==> src/rtl/l0_seq_ctrl.sv <==
// l0_seq_ctrl: sequencer for the L0 row-FIFO input buffer feeding the systolic array.
// A start command loads num_vec vectors from SRAM into L0 (one per cycle), then drains
// L0 into the array in the latched read mode. Load and drain never overlap.
//
// Ports:
//   clk, reset      clock, synchronous active-high reset
//   start           one-cycle command pulse, sampled only when idle
//   base_addr       first SRAM address (latched on accepted start)
//   num_vec         vectors to transfer, legal 1..DEPTH (latched on accepted start)
//   mode            1: all rows read per cycle, 0: one row per cycle (latched on start)
//   hold            array backpressure, pauses the drain
//   l0_full         L0 full status, flagged as an error if seen during a write
//   l0_ready        L0 status, informational only
//   sram_cen        SRAM chip enable, active low
//   sram_addr       SRAM read address
//   l0_wr, l0_rd    L0 write strobe / read request
//   l0_data_mode    L0 data_mode, equals the latched mode
//   busy, done, err status: busy outside idle, one-cycle done pulse, error flag
module l0_seq_ctrl #(
  parameter int unsigned ROW   = 8,
  parameter int unsigned DEPTH = 16,
  parameter int unsigned AW    = 11,
  parameter int unsigned CW    = 5
) (
  input  logic          clk,
  input  logic          reset,
  input  logic          start,
  input  logic [AW-1:0] base_addr,
  input  logic [CW-1:0] num_vec,
  input  logic          mode,
  input  logic          hold,
  input  logic          l0_full,
  input  logic          l0_ready,
  output logic          sram_cen,
  output logic [AW-1:0] sram_addr,
  output logic          l0_wr,
  output logic          l0_rd,
  output logic          l0_data_mode,
  output logic          busy,
  output logic          done,
  output logic          err
);

  localparam int unsigned RW = (ROW > 1) ? $clog2(ROW) : 1;
  // Drain count reaches num_vec*ROW in one-row mode.
  localparam int unsigned TW = CW + RW;

  typedef enum logic [2:0] {StIdle, StLoad, StFlush, StDrain, StDone} state_e;

  state_e        state_q, state_d;
  logic [AW-1:0] base_q, base_d;
  logic [CW-1:0] num_q, num_d;
  logic          mode_q, mode_d;
  logic [CW-1:0] ld_cnt_q, ld_cnt_d;
  logic [TW-1:0] rd_cnt_q, rd_cnt_d;
  logic [RW-1:0] rot_q, rot_d;
  logic          sticky_q, sticky_d;
  logic          cen_q, cen_d;
  logic [AW-1:0] addr_q, addr_d;
  logic          wr_q, wr_d;
  logic          rd_q, rd_d;
  logic          busy_q, busy_d;
  logic          done_q, done_d;
  logic          err_q, err_d;

  logic [TW-1:0] total;
  logic          stall;
  logic          bad_start;
  logic          unused_ready;

  assign unused_ready = l0_ready;

  assign total = mode_q ? TW'(num_q) : TW'(num_q) * TW'(ROW);
  // One-row mode may only pause at a rotation boundary: L0 restarts at row 0 when rd drops.
  assign stall = hold && (mode_q || (rot_q == '0));

  always_comb begin
    state_d   = state_q;
    base_d    = base_q;
    num_d     = num_q;
    mode_d    = mode_q;
    ld_cnt_d  = ld_cnt_q;
    rd_cnt_d  = rd_cnt_q;
    rot_d     = rot_q;
    sticky_d  = sticky_q;
    cen_d     = 1'b1;
    addr_d    = addr_q;
    wr_d      = !cen_q;  // SRAM read latency is one cycle
    rd_d      = 1'b0;
    busy_d    = (state_q != StIdle);
    done_d    = 1'b0;
    bad_start = 1'b0;

    if (wr_q && l0_full) sticky_d = 1'b1;

    unique case (state_q)
      StIdle: begin
        if (start) begin
          if ((num_vec != '0) && (32'(num_vec) <= DEPTH)) begin
            base_d   = base_addr;
            num_d    = num_vec;
            mode_d   = mode;
            ld_cnt_d = '0;
            rd_cnt_d = '0;
            rot_d    = '0;
            sticky_d = 1'b0;
            state_d  = StLoad;
          end else begin
            bad_start = 1'b1;
          end
        end
      end
      StLoad: begin
        cen_d    = 1'b0;
        addr_d   = base_q + AW'(ld_cnt_q);
        ld_cnt_d = ld_cnt_q + CW'(1);
        if (ld_cnt_q == num_q - CW'(1)) state_d = StFlush;
      end
      StFlush: begin
        state_d = StDrain;
      end
      StDrain: begin
        if (!stall) begin
          rd_d     = 1'b1;
          rd_cnt_d = rd_cnt_q + TW'(1);
          rot_d    = (rot_q == RW'(ROW - 1)) ? '0 : rot_q + RW'(1);
          if (rd_cnt_d == total) state_d = StDone;
        end
      end
      StDone: begin
        done_d  = 1'b1;
        state_d = StIdle;
      end
      default: state_d = StIdle;
    endcase

    err_d = sticky_d | bad_start;
  end

  always_ff @(posedge clk) begin
    if (reset) begin
      state_q  <= StIdle;
      base_q   <= '0;
      num_q    <= '0;
      mode_q   <= 1'b0;
      ld_cnt_q <= '0;
      rd_cnt_q <= '0;
      rot_q    <= '0;
      sticky_q <= 1'b0;
      cen_q    <= 1'b1;
      addr_q   <= '0;
      wr_q     <= 1'b0;
      rd_q     <= 1'b0;
      busy_q   <= 1'b0;
      done_q   <= 1'b0;
      err_q    <= 1'b0;
    end else begin
      state_q  <= state_d;
      base_q   <= base_d;
      num_q    <= num_d;
      mode_q   <= mode_d;
      ld_cnt_q <= ld_cnt_d;
      rd_cnt_q <= rd_cnt_d;
      rot_q    <= rot_d;
      sticky_q <= sticky_d;
      cen_q    <= cen_d;
      addr_q   <= addr_d;
      wr_q     <= wr_d;
      rd_q     <= rd_d;
      busy_q   <= busy_d;
      done_q   <= done_d;
      err_q    <= err_d;
    end
  end

  assign sram_cen     = cen_q;
  assign sram_addr    = addr_q;
  assign l0_wr        = wr_q;
  assign l0_rd        = rd_q;
  assign l0_data_mode = mode_q;
  assign busy         = busy_q;
  assign done         = done_q;
  assign err          = err_q;

endmodule

==> config.mk <==
export PLATFORM = sky130hd
export DESIGN_NAME = l0_seq_ctrl
export DESIGN_NICKNAME = d
export VERILOG_FILES = /design/src/rtl/l0_seq_ctrl.sv
export SDC_FILE = /design/constraint.sdc
export NUM_CORES = 1
export LEC_CHECK = 0
export BUFFER_PORTS_ARGS = -buffer_cell sky130_fd_sc_hd__buf_2
export CELL_PAD_IN_SITES_DETAIL_PLACEMENT = 1
export CELL_PAD_IN_SITES_GLOBAL_PLACEMENT = 2
export CORE_MARGIN = 5
export CORE_UTILIZATION = 36
export CTS_CLUSTER_SIZE = 10
export DETAILED_ROUTE_END_ITERATION = 7
export PLACE_DENSITY_LB_ADDON = 0.08
export SYNTH_ARGS = -nofsm -noshare
export SYNTH_HDL_FRONTEND = slang
export SYNTH_SLANG_ARGS = --single-unit
==> constraint.sdc <==
create_clock -name clk -period 4.9 [get_ports clk]
set_input_delay 0.98 -clock clk [delete_from_list [all_inputs] [get_ports clk]]
set_output_delay 0.98 -clock clk [all_outputs]
set_load 0.05 [all_outputs]
Yosys cells after proc, flatten, opt, wreduce, memory -nomap -nowiden
Index checks and enable logic that the tools add are counted.
{ "word_totals": {"register_bits": 54, "in_bits": 23, "out_inout_bits": 18, "elab_cells": 80} }
{ "op_classes": {"n_addsub": 5, "n_lt_le_gt_ge": 1, "eq_ne": 12, "n_mux": 29, "bitwise": 2, "n_reduce_logical": 16} }
{ "op_table": {"columns": ["operator", "count"], "rows": [
  ["$mux 8", 4],
  ["$mux 3", 9],
  ["$pmux 8 s2", 1],
  ["$pmux 3 s4", 1],
  ["$add 11x5->11", 1],
  ["$mux 1", 10],
  ["$mux 5", 2],
  ["$ne 2x2->1 const B", 5],
  ["$pmux 5 s2", 1],
  ["$add 8x1->8 const B", 1],
  ["$eq 8x8->1", 1],
  ["$eq 3x2->1 const B", 2],
  ["$eq 3x3->1 const B", 2],
  ["$logic_not 3->1", 2],
  ["$pmux 3 s2", 1],
  ["$reduce_and 3->1", 2],
  ["$add 5x1->5 const B", 1],
  ["$eq 5x5->1", 1],
  ["$le 5x5->1 const B", 1],
  ["$reduce_and 5->1", 1],
  ["$reduce_bool 5->1", 1],
  ["$sub 5x1->5 const B", 1],
  ["$reduce_and 4->1", 1],
  ["$reduce_bool 2->1", 2],
  ["other kinds (9)", 11]
]} }

Logic depth before layout (Yosys ltp)
Gate-level depths: netlist of run 1.
{ "logic_depth": {"depth_word": 6, "mapped_depth": 9, "ltp_nobuf": 8} }

Worst setup path before layout of run 1
No wires, ideal clock.
{ "synth_timing": {"path_type": "input to register", "start": "input num_vec[0]", "end": "register state_q[0]", "setup_ps": 123, "t_arrival_ps": 2487, "t_required_ps": 4777, "path_slack_ps": 2290, "cell_stages": 6, "path_buffers": 0, "cell_sequence": "nor4_1 -> xor2_1 -> o32ai_1 -> o22ai_1 -> a2111oi_2 -> mux2_1"} }
{ "synth_via": {"elab_chain_cells": 4, "elab_cells_between_ends": 5, "classes_between": "order compare: 1; eq/ne: 1; reduce/logical: 3"} }
{ "synth_rtl": {"columns": ["element", "line", "text"], "rows": [
  ["start: declaration", "29", "input logic [CW-1:0] num_vec,"],
  ["$le 5x5->1 or $reduce_bool 5->1 (tied branches)", "99", "if ((num_vec != '0) && (32'(num_vec) <= DEPTH)) begin"],
  ["$logic_and 1x1->1 (*)", "99", null],
  ["$ne 2x2->1 (no line) (*)", null, null],
  ["$reduce_and 5->1 (no line) (*)", null, null],
  ["end signal: assignment", "142", "state_q <= StIdle;"],
  ["end signal: assignment", "158", "state_q <= state_d;"],
  ["end: declaration", "50", "state_e state_q, state_d;"]
]} }
Every way passes the cells marked *; elsewhere a longest branch is shown, timed or not.
A chain may end at the register's enable or synchronous reset.

Worst setup path in the final report of run 1
{ "layout_timing": {"start": "input num_vec[0]", "end": "register rd_cnt_q[6]"} }
{ "layout_via": {"elab_chain_cells": 4, "elab_cells_between_ends": 5, "classes_between": "order compare: 1; eq/ne: 1; reduce/logical: 3"} }
{ "layout_rtl": {"columns": ["element", "line", "text"], "rows": [
  ["$le 5x5->1 or $reduce_bool 5->1 (tied branches)", "99", null],
  ["$logic_and 1x1->1 (*)", "99", null],
  ["$ne 2x2->1 (no line) (*)", null, null],
  ["$reduce_and 4->1 (no line) (*)", null, null],
  ["end signal: assignment", "163", "rd_cnt_q <= rd_cnt_d;"],
  ["end: declaration", "55", "logic [TW-1:0] rd_cnt_q, rd_cnt_d;"]
]} }
Marks and branches as above.

==> results of run 1 <==
cells in the mapped netlist, drive strengths merged, types with 4 or more instances:
| cell type | count |
|---|---|
| dfxtp | 54 |
| nor2 | 24 |
| a211oi | 6 |
| nand2 | 58 |
| xor2 | 8 |
| nand3 | 13 |
| inv | 10 |
| nor3 | 13 |
| ha | 11 |
| nand3b | 5 |
| xnor2 | 20 |
| or3 | 4 |
| nor3b | 4 |
| a21oi | 41 |
| clkbuf | 17 |
| buf | 4 |
| o21ai | 14 |
layout make-up:
| cell class | instances | area (um^2) |
|---|---|---|
| Fill cell | 948 | 4540 |
| Multi-Input combinational cell | 267 | 1620 |
| Sequential cell | 54 | 1080 |
| Timing Repair Buffer | 40 | 203 |
| Tap cell | 102 | 128 |
| Clock buffer | 5 | 68.8 |
| Clock inverter | 3 | 48.8 |
| Inverter | 10 | 37.5 |
logic make-up (layout without fill, tap and decap cells):
| family | count (synthesis) | in the layout | share of synthesized area [%] |
|---|---|---|---|
| flip-flops | 54 | 54 | 37.7 |
| XOR/XNOR | 28 | 28 | 8.56 |
| AND/OR/NAND/NOR | 145 | 145 | 25.0 |
| AO/OA/AOI/OAI | 80 | 80 | 16.6 |
| buffers and inverters | 32 | 58 | 5.85 |
| adder cells (fa/ha/maj) | 12 | 12 | 5.50 |
| multiplexers | 2 | 2 | 0.742 |
registers in the layout, summed over array words and instances (netlist names):
signal        flops
base_q           11
sram_addr        11
rd_cnt_q          8
ld_cnt_q          5
num_q             5
rot_q             3
state_q           3
busy              1
done              1
err               1
l0_data_mode      1
l0_rd             1
l0_wr             1
sram_cen          1
sticky_q          1
worst paths after layout:
kind / startpoint / slack (ns) / cells past startpoint / endpoint
setup / recovery: num_vec[0] / 2.19 / 6 / rd_cnt_q[6]
hold / removal: sram_cen / 0.42 / 1 / l0_wr
setup reg to reg: rd_cnt_q[0] / 2.19 / 7 / state_q[0]
hold reg to reg: sram_cen / 0.42 / 1 / l0_wr
metal layers:
metal	global-route usage [%]	vias to the layer above	share of wire [%]
li1	-	1272	-
met1	17.1	1183	44
met2	28.9	26	52
met3	3.09	7	2.5
met4	3.36	0	0.78
met5	0	-	0
critical path, stage by stage:
cell and delay (ns):
buf_2 0.10, nor4_1 0.46, xnor2_1 0.20, nand3_1 0.68, a21oi_1 0.38, nor3_1 0.07
through the flow:
| step | setup WS (ns) | hold WS, ns | power (mW) | utilization [%] |
|---|---|---|---|---|
| global placement | 1.78 | 0.408 | 0.747 | 39.7 |
| global route | 1.95 | 0.451 | 1.11 | 41.2 |
| floorplan | 2.29 | 0.441 | 0.689 | - |
| detailed placement | 1.78 | 0.411 | 0.751 | 39.7 |
| CTS | 2.12 | 0.428 | 1.07 | 41.2 |
| finish | 2.19 | 0.421 | 1.05 | 41.2 |
cell usage in the layout, fill, tap and decap left out, types with 2 or more instances in the layout:
| master | count |
|---|---|
| o32ai_1 | 2 |
| buf_2 | 39 |
| and2_1 | 3 |
| a31oi_1 | 3 |
| nand3b_1 | 5 |
| nor4_1 | 3 |
| nand2_1 | 58 |
| and3_1 | 2 |
| a21oi_1 | 41 |
| and3b_1 | 2 |
| nand3_1 | 12 |
| dfxtp_1 | 54 |
| nor2_1 | 23 |
| or3_1 | 3 |
| clkbuf_8 | 5 |
| ha_1 | 11 |
| xor2_1 | 8 |
| nor2b_1 | 3 |
| o21bai_1 | 2 |
| nand4_1 | 2 |
| inv_1 | 10 |
| a211oi_1 | 6 |
| xnor2_1 | 20 |
| nor3b_1 | 4 |
| o21ai_0 | 14 |
| a21o_1 | 2 |
| o2111ai_1 | 2 |
| nor3_1 | 13 |
power by group:
part	leakage [nW]	internal (mW)	total, mW	switching [mW]
sequential	0.438	0.471	0.505	0.0340
clock	0.0563	0.156	0.315	0.159
combinational	0.712	0.0704	0.231	0.160
==> flow_metrics.py, run 1 <==
metrics = {
    "timing": {
        "finClkSkew_ns": 0.00746,
        "post-route-period-util_pct": 55.4,
        "maxSlewHeadroom_pct": 36.1,
        "rsz0062_at_grt": "false",
        "slew_violations": 0,
        "final-setup-viol-count": 0,
        "timing.setup.tns_ns": 0,
        "fin_crit_ns": 2.71,
        "hold_viol": 0,
        "tightest_slew_ns": 0.958,
        "max_clock_freq_mhz": 369,
    },
    "clocking": {
        "clockBufferDepth": 2,
        "cts.repair.resized": 0,
        "cts_buffers": 5,
        "clk_latency_ns": 0.31,
        "root_buffer": "clkbuf_8",
        "cts_setup_buffers": 0,
        "ctsHtreeMaxLevel": 2,
        "clk_pin_slew_ns": 0.11,
        "cts_tree": "built",
        "cts_sinks": 54,
        "hold_buffers": 0,
    },
    "detailed_routing": {
        "drtAntennaViolNets": 0,
        "initialDrtViolationCount": 51,
        "drt-wirelength-per-cell_um": 15.1,
        "viasPerCell": 5.17,
        "first_pass_iters": 4,
        "wl_mm": 7.26,
        "drc": 0,
        "num_vias": 2488,
    },
    "cells_and_area": {
        "num_antenna_cells": 0,
        "stdcell_count": 481,
        "fin_nets": 413,
        "area_delta_synth_final_pct": 11.1,
        "finalInstanceArea_um2": 3180,
        "drive_gt1_share_pct": 14.8,
    },
    "job": {
        "maxCapViolations": 0,
    },
    "grt": {
        "grt_max_degree": 51,
        "grt_pass1_vias": 2551,
        "grt_pass1_wl_mm": 12.2,
        "gr-total-overflow": 0,
        "antenna_found_initial": 0,
        "track_usage_pct": 15.1,
    },
    "placed_design": {
        "dp_hpwl_mm": 5.22,
        "placed_cell_area_um2": 3070,
        "place.gp.congestion": 0.724,
        "placedCellCount": 473,
        "port_buffers": 39,
    },
    "setup_path": {
        "critPathArrivalTime_ns": 2.88,
        "end_kind": "flip-flop",
        "path_max_fanout": 21,
        "cp.required_ns": 5.07,
        "cp-start-kind": "input port",
        "crit_type": "input port to flip-flop",
    },
    "die": {
        "core_area_um2": 7730,
        "dieArea_um2": 9850,
        "dieWidth_um": 99.2,
        "core.rowCount": 32,
        "ios": 41,
        "initial_core_util_pct": 37.1,
        "die_h_um": 99.2,
    },
    "synthesis": {
        "synth-seq-area-share_pct": 37.7,
        "synth_flop_cell": "dfxtp_1",
        "synth-edff-count": 0,
        "syn_area_um2": 2870,
        "syn_inst": 353,
        "syn-num-nets": 388,
        "synthTopCellsByArea": "dfxtp_1 38%, nand2_1 7.6%, a21oi_1 7.2%",
        "yosys.area.top_type": "dfxtp_1",
        "syn_area_per_cell_um2": 8.12,
        "synth_cell_types": 55,
        "async_reset_ff_share_pct": 0,
        "yosys.area.top_type_share_pct": 37.7,
        "ys_warn_count": 0,
        "yosys_register_bits": 54,
    },
    "pwr": {
        "ir_drop_uv": 140,
        "powerDensity_nw_per_um2": 330,
        "p_leak_nw": 1.21,
    },
    "run_status": {
        "status": "complete, no violations",
    },
    "hold_path": {
        "hold_class": "flip-flop to flip-flop",
    },
}
Power figures use the tool's default switching activity.
==> run 2, diff against run 1 <==
--- a/config.mk
+++ b/config.mk
@@ -5,11 +5,12 @@
 export SDC_FILE = /design/constraint.sdc
 export NUM_CORES = 1
 export LEC_CHECK = 0
+export ABC_AREA = 1
 export BUFFER_PORTS_ARGS = -buffer_cell sky130_fd_sc_hd__buf_2
 export CELL_PAD_IN_SITES_DETAIL_PLACEMENT = 1
 export CELL_PAD_IN_SITES_GLOBAL_PLACEMENT = 2
 export CORE_MARGIN = 5
-export CORE_UTILIZATION = 36
+export CORE_UTILIZATION = 32
 export CTS_CLUSTER_SIZE = 10
 export DETAILED_ROUTE_END_ITERATION = 7
 export PLACE_DENSITY_LB_ADDON = 0.08
==> constraint.sdc (replaced) <==
create_clock -name clk -period 2.5 [get_ports clk]
set_input_delay 0.5 -clock clk [delete_from_list [all_inputs] [get_ports clk]]
set_output_delay 0.5 -clock clk [all_outputs]
set_load 0.05 [all_outputs]
==> flow_metrics.py, run 2 <==
metrics = {
    "synthesis": {
        "yosys.area.top_type": "dfxtp_1",
        "synth_flop_cell": "dfxtp_1",
        "synthMostInstantiatedCell": "nand2_1",
        "ys_warn_count": 0,
        "synth_cell_types": 36,
        "synth_common_cells": "92 x nand2_1, 56 x nor2_1, 54 x dfxtp_1",
        "async_reset_ff_share_pct": 0,
        "synth-seq-area-share_pct": 36.8,
        "syn_area_per_cell_um2": 6.99,
        "yosys.area.top_type_share_pct": 36.8,
        "syn-num-nets": 455,
        "syn_area_um2": 2940,
        "syn_inst": 420,
        "synthTopCellsByArea": "dfxtp_1 37%, nand2_1 12%, nor2_1 7.2%",
        "synth-edff-count": 0,
        "yosys_register_bits": 54,
    },
    "timing": {
        "finClkSkew_ns": 0.00883,
        "maxSlewHeadroom_pct": 69.5,
        "setup_ws_ns": 0.486,
        "timing.setup.tns_ns": 0,
        "fin_crit_ns": 2.01,
        "rsz0062_at_grt": "false",
        "final-setup-viol-count": 0,
        "post-route-period-util_pct": 80.5,
        "hold_viol": 0,
        "max_clock_freq_mhz": 497,
        "slew_violations": 0,
        "tightest_slew_ns": 0.456,
    },
    "setup_path": {
        "cp-start-kind": "flip-flop",
        "reg2reg_depth": 13,
        "cpLargestDelayFamily": "simple AND/OR/NAND/NOR gates",
        "end_kind": "flip-flop",
        "critPathArrivalTime_ns": 2.23,
        "crit_slowest_cell": "dfxtp_1",
        "worst_path_most_repeated_cell": "nand2_1",
        "crit_chain": "ha_1 > fa_1 > nand3_1 > nand3_1 > nand2_1 > nand2_1 > nand2_1 > nor3_2 > nand3_1 > nand2_1 > nand3_1 > nand2_1 > inv_1",
        "crit_type": "flip-flop to flip-flop",
        "cp.required_ns": 2.71,
        "cp_num_buf_inv": 1,
        "path_max_fanout": 6,
        "slowest_delay_ns": 0.47,
        "crit_cells": 13,
    },
    "clocking": {
        "clk_latency_ns": 0.31,
        "ctsHtreeMaxLevel": 2,
        "cts.repair.resized": 0,
        "root_buffer": "clkbuf_8",
        "cts_tree": "built",
        "cts_buffers": 5,
        "cts_setup_buffers": 0,
        "clk_pin_slew_ns": 0.10,
        "hold_buffers": 0,
        "clockBufferDepth": 2,
        "cts_sinks": 54,
    },
    "cells_and_area": {
        "multiInputGateArea_um2": 1590,
        "final_cell_mix": "92 x nand2_1, 56 x nor2_1, 54 x dfxtp_1",
        "area_delta_synth_final_pct": 14.6,
        "seq_area_um2": 1080,
        "layout_commonest_cell": "nand2_1",
        "fin_nets": 496,
        "drive_gt1_share_pct": 15.8,
        "num_antenna_cells": 0,
        "nFillCells": 1184,
    },
    "pwr": {
        "ir_drop_uv": 361,
        "powerDensity_nw_per_um2": 957,
        "p_leak_nw": 1.60,
        "total_power_mw": 3.22,
    },
    "grt": {
        "grt_max_degree": 32,
        "antenna_found_initial": 0,
        "gr-total-overflow": 0,
        "track_usage_pct": 14.9,
        "grt_pass1_vias": 2741,
        "grt_pass1_wl_mm": 13.4,
    },
    "placed_design": {
        "place.gp.congestion": 0.779,
        "preCtsSetupSlack_ns": 0.359,
        "dp_hpwl_mm": 6.21,
        "port_buffers": 39,
    },
    "detailed_routing": {
        "viasPerCell": 4.76,
        "wl_mm": 7.96,
        "drc": 0,
        "first_pass_iters": 4,
        "drtAntennaViolNets": 0,
        "initialDrtViolationCount": 72,
        "drt-wirelength-per-cell_um": 13.9,
        "num_vias": 2720,
    },
    "die": {
        "dieWidth_um": 106,
        "dieArea_um2": 11200,
        "core_area_um2": 9110,
        "initial_core_util_pct": 32.2,
        "core.rowCount": 35,
        "ios": 41,
        "die_h_um": 106,
    },
    "job": {
        "maxCapViolations": 0,
    },
    "run_status": {
        "status": "complete, no violations",
    },
    "hold_path": {
        "holdPathStages": 3,
        "hold_class": "input port to flip-flop",
    },
}
==> run 2: changes by cell type after synthesis, moves of 11 or more <==
cell     before  now
nand2_1      58   92
o21ai_0      14   28
nor2_1       23   56
a21oi_1      41   29
xnor2_1      20    7
inv_1        10   46
nand3_1      12   37
nor3_1       13    2
==> run 2: power by group <==
group | internal (mW) | switching [mW]
Clock | 0.321 | 0.288
Combinational | 0.430 | 0.960
Sequential | 1.05 | 0.172
Total | 1.80 | 1.42
==> run 2: cell type report <==
cell class	instances	share of cell area, %
Tap cell	111	4.13
Sequential cell	54	32.1
Clock inverter	1	0.893
Inverter	52	5.88
Timing Repair Buffer	45	7.14
Multi-Input combinational cell	303	47.4
Clock buffer	6	2.45
==> run 2: path summary, 6_finish.rpt <==
path,start,endpoint,slack (ns)
setup / recovery,ld_cnt_q[0],sram_addr[10],0.49
hold / removal,base_addr[3],base_q[3],0.41
setup reg to reg,ld_cnt_q[0],sram_addr[10],0.49
hold reg to reg,sticky_q,sticky_q,0.48
==> run 2: stage by stage <==
stage               cell area (um^2)  hold slack, ns  instances  util [%]
detailed placement              3250           0.464        565      35.7
global route                    3360           0.391        572      36.9
CTS                             3360           0.395        572      36.9
floorplan                       2940           0.439        420         -
finish                          3360           0.409        572      36.9
global placement                3250           0.454        565      35.7
==> run 2: per-layer routing <==
| layer | routed length (um) | global-route usage, % |
|---|---|---|
| met3 | 189 | 2.69 |
| met4 | 59 | 2.50 |
| met5 | 0 | 0 |
| met2 | 3500 | 24.0 |
| met1 | 4210 | 21.2 |
==> run 2: kinds of logic (layout without fill, tap and decap cells) <==
family	count (synthesis)	in the layout	share of synthesized area [%]
compound gates	71	71	13.4
xor+xnor	19	19	5.67
fa+ha+maj	12	12	5.37
buf+inv	63	104	8.91
flops	54	54	36.8
simple gates	201	201	29.8
==> run 2: tightest hold or removal path, cell delays in order <==
cell and delay [ns]:
buf_2 0.07, nor2_1 0.03, nor2_1 0.08
==> run 3, diff against run 2 <==
--- a/config.mk
+++ b/config.mk
@@ -5,12 +5,12 @@
 export SDC_FILE = /design/constraint.sdc
 export NUM_CORES = 1
 export LEC_CHECK = 0
-export ABC_AREA = 1
+export ABC_AREA = 0
 export BUFFER_PORTS_ARGS = -buffer_cell sky130_fd_sc_hd__buf_2
 export CELL_PAD_IN_SITES_DETAIL_PLACEMENT = 1
 export CELL_PAD_IN_SITES_GLOBAL_PLACEMENT = 2
 export CORE_MARGIN = 5
-export CORE_UTILIZATION = 32
+export CORE_UTILIZATION = 34
 export CTS_CLUSTER_SIZE = 10
 export DETAILED_ROUTE_END_ITERATION = 7
 export PLACE_DENSITY_LB_ADDON = 0.08
==> constraint.sdc (replaced) <==
create_clock -name clk -period 1.9 [get_ports clk]
set_input_delay 0.38 -clock clk [delete_from_list [all_inputs] [get_ports clk]]
set_output_delay 0.38 -clock clk [all_outputs]
set_load 0.05 [all_outputs]
==> flow_metrics.py, run 3 (synthesis results as in run 1) <==
metrics = {
    "setup_path": {
        "path_max_fanout": 4,
        "end_kind": "flip-flop",
        "crit_type": "flip-flop to flip-flop",
        "critPathArrivalTime_ns": 2.28,
        "crit_chain": "ha_4 > nand2_4 > o21a_4 > nor4bb_4 > nor4b_4 > a2111oi_4 > mux2_4",
        "cp_num_buf_inv": 0,
        "cp-start-kind": "flip-flop",
        "cp.required_ns": 2.10,
        "crit_slowest_cell": "dfxtp_2",
        "cpLargestDelayFamily": "compound AO/OA/AOI/OAI gates",
        "slowest_delay_ns": 0.37,
    },
    "grt": {
        "grt_pass1_vias": 3046,
        "antenna_found_initial": 0,
        "gr-total-overflow": 0,
        "grt_pass1_wl_mm": 14.1,
        "grt_max_degree": 24,
        "track_usage_pct": 17.1,
    },
    "die": {
        "ios": 41,
        "core_area_um2": 8220,
        "die_h_um": 102,
        "dieWidth_um": 102,
        "core.rowCount": 33,
        "initial_core_util_pct": 34.9,
        "dieArea_um2": 10400,
    },
    "pwr": {
        "total_power_mw": 2.76,
        "ir_drop_uv": 328,
        "p_leak_nw": 1.67,
        "powerDensity_nw_per_um2": 679,
    },
    "cells_and_area": {
        "fin_nets": 493,
        "area_delta_synth_final_pct": 41.9,
        "final_cell_mix": "79 x buf_4, 57 x nand2_1, 43 x dfxtp_1",
        "nFillCells": 1013,
        "num_antenna_cells": 0,
        "drive_gt1_share_pct": 39.7,
        "layout_commonest_cell": "buf_4",
    },
    "timing": {
        "fin_crit_ns": 2.08,
        "slew_violations": 0,
        "final-setup-viol-count": 3,
        "post-route-period-util_pct": 109,
        "hold_viol": 0,
        "timing.setup.tns_ns": -0.292,
        "rsz0062_at_grt": "true",
        "maxSlewHeadroom_pct": 72.2,
        "setup_ws_ns": -0.175,
        "finClkSkew_ns": 0.00843,
        "max_clock_freq_mhz": 482,
        "tightest_slew_ns": 0.416,
    },
    "clocking": {
        "clk_pin_slew_ns": 0.11,
        "cts_tree": "built",
        "root_buffer": "clkbuf_8",
        "clk_latency_ns": 0.31,
        "ctsHtreeMaxLevel": 2,
        "cts_buffers": 5,
        "cts_sinks": 54,
        "hold_buffers": 0,
        "clockBufferDepth": 2,
    },
    "detailed_routing": {
        "num_vias": 2867,
        "initialDrtViolationCount": 63,
        "viasPerCell": 5.09,
        "drtAntennaViolNets": 0,
        "first_pass_iters": 4,
        "wl_mm": 8.67,
        "drc": 0,
        "drt-wirelength-per-cell_um": 15.4,
    },
    "placed_design": {
        "port_buffers": 39,
        "dp_hpwl_mm": 6.57,
        "place.gp.congestion": 0.773,
    },
    "hold_path": {
        "hold_class": "input port to flip-flop",
    },
    "run_status": {
        "status": "finished with violations",
        "violations": "negative setup slack",
    },
    "job": {
        "maxCapViolations": 0,
    },
}
run 3: layer usage:
metal / GRT usage, % / share of wire [%] / vias up
met1: 19.4 / 43 / 1396
met4: 4.34 / 1.2 / 0
met3: 2.46 / 1.9 / 11
met5: 0 / 0 / -
met2: 33.1 / 54 / 32
li1: - / - / 1428
run 3: what timing repair did:
| action | in CTS | in global routing |
|---|---|---|
| endpoints found under the setup margin | 8 | 15 |
| gates resized for setup | 38 | 20 |
| pin swaps | 28 | 15 |
| setup buffers | 9 | 3 |
run 3: area by class of cell:
class	instances	area (um^2)	share of cell area, %
multi-input combinational	267	1900	46.7
clock buffer	5	68.8	1.69
tap	105	131	3.23
sequential	54	1100	27.1
inverter	10	40.0	0.985
clock inverter	2	13.8	0.338
timing repair buffer	120	811	19.9
run 3: path summary, 6_finish.rpt:
path / from / end / slack, ns / cells after the start
setup / recovery: rd_cnt_q[0] / state_q[0] / -0.18 / 7
hold / removal: base_addr[1] / base_q[1] / 0.29 / 3
hold reg to reg: sram_cen / l0_wr / 0.42 / 1
setup reg to reg: rd_cnt_q[0] / state_q[0] / -0.18 / 7
run 3: power by group:
group | total, mW | internal (mW) | switching [mW]
Clock | 0.660 | 0.257 | 0.403
Combinational | 0.816 | 0.324 | 0.491
Sequential | 1.29 | 1.21 | 0.0737
run 3: tightest hold or removal path: cells and delay by family:
| kind | cells | cell delay [ns] |
|---|---|---|
| AOI/OAI and AO/OA | 1 | 0.05 |
| and+or+nand+nor | 1 | 0.04 |
| buffers and inverters | 1 | 0.10 |
run 3: through the flow:
step                instances  setup WS [ns]  utilization (%)  hold WS [ns]  instance area (um^2)
CTS                       560         -0.152             48.1         0.286                  3960
detailed placement        544         -0.365             44.2         0.404                  3630
finish                    563         -0.175             49.5         0.293                  4070
global placement          544         -0.361             44.2         0.398                  3630
floorplan                 353         -0.165                -         0.441                  2920
global route              563         -0.255             49.5         0.293                  4070
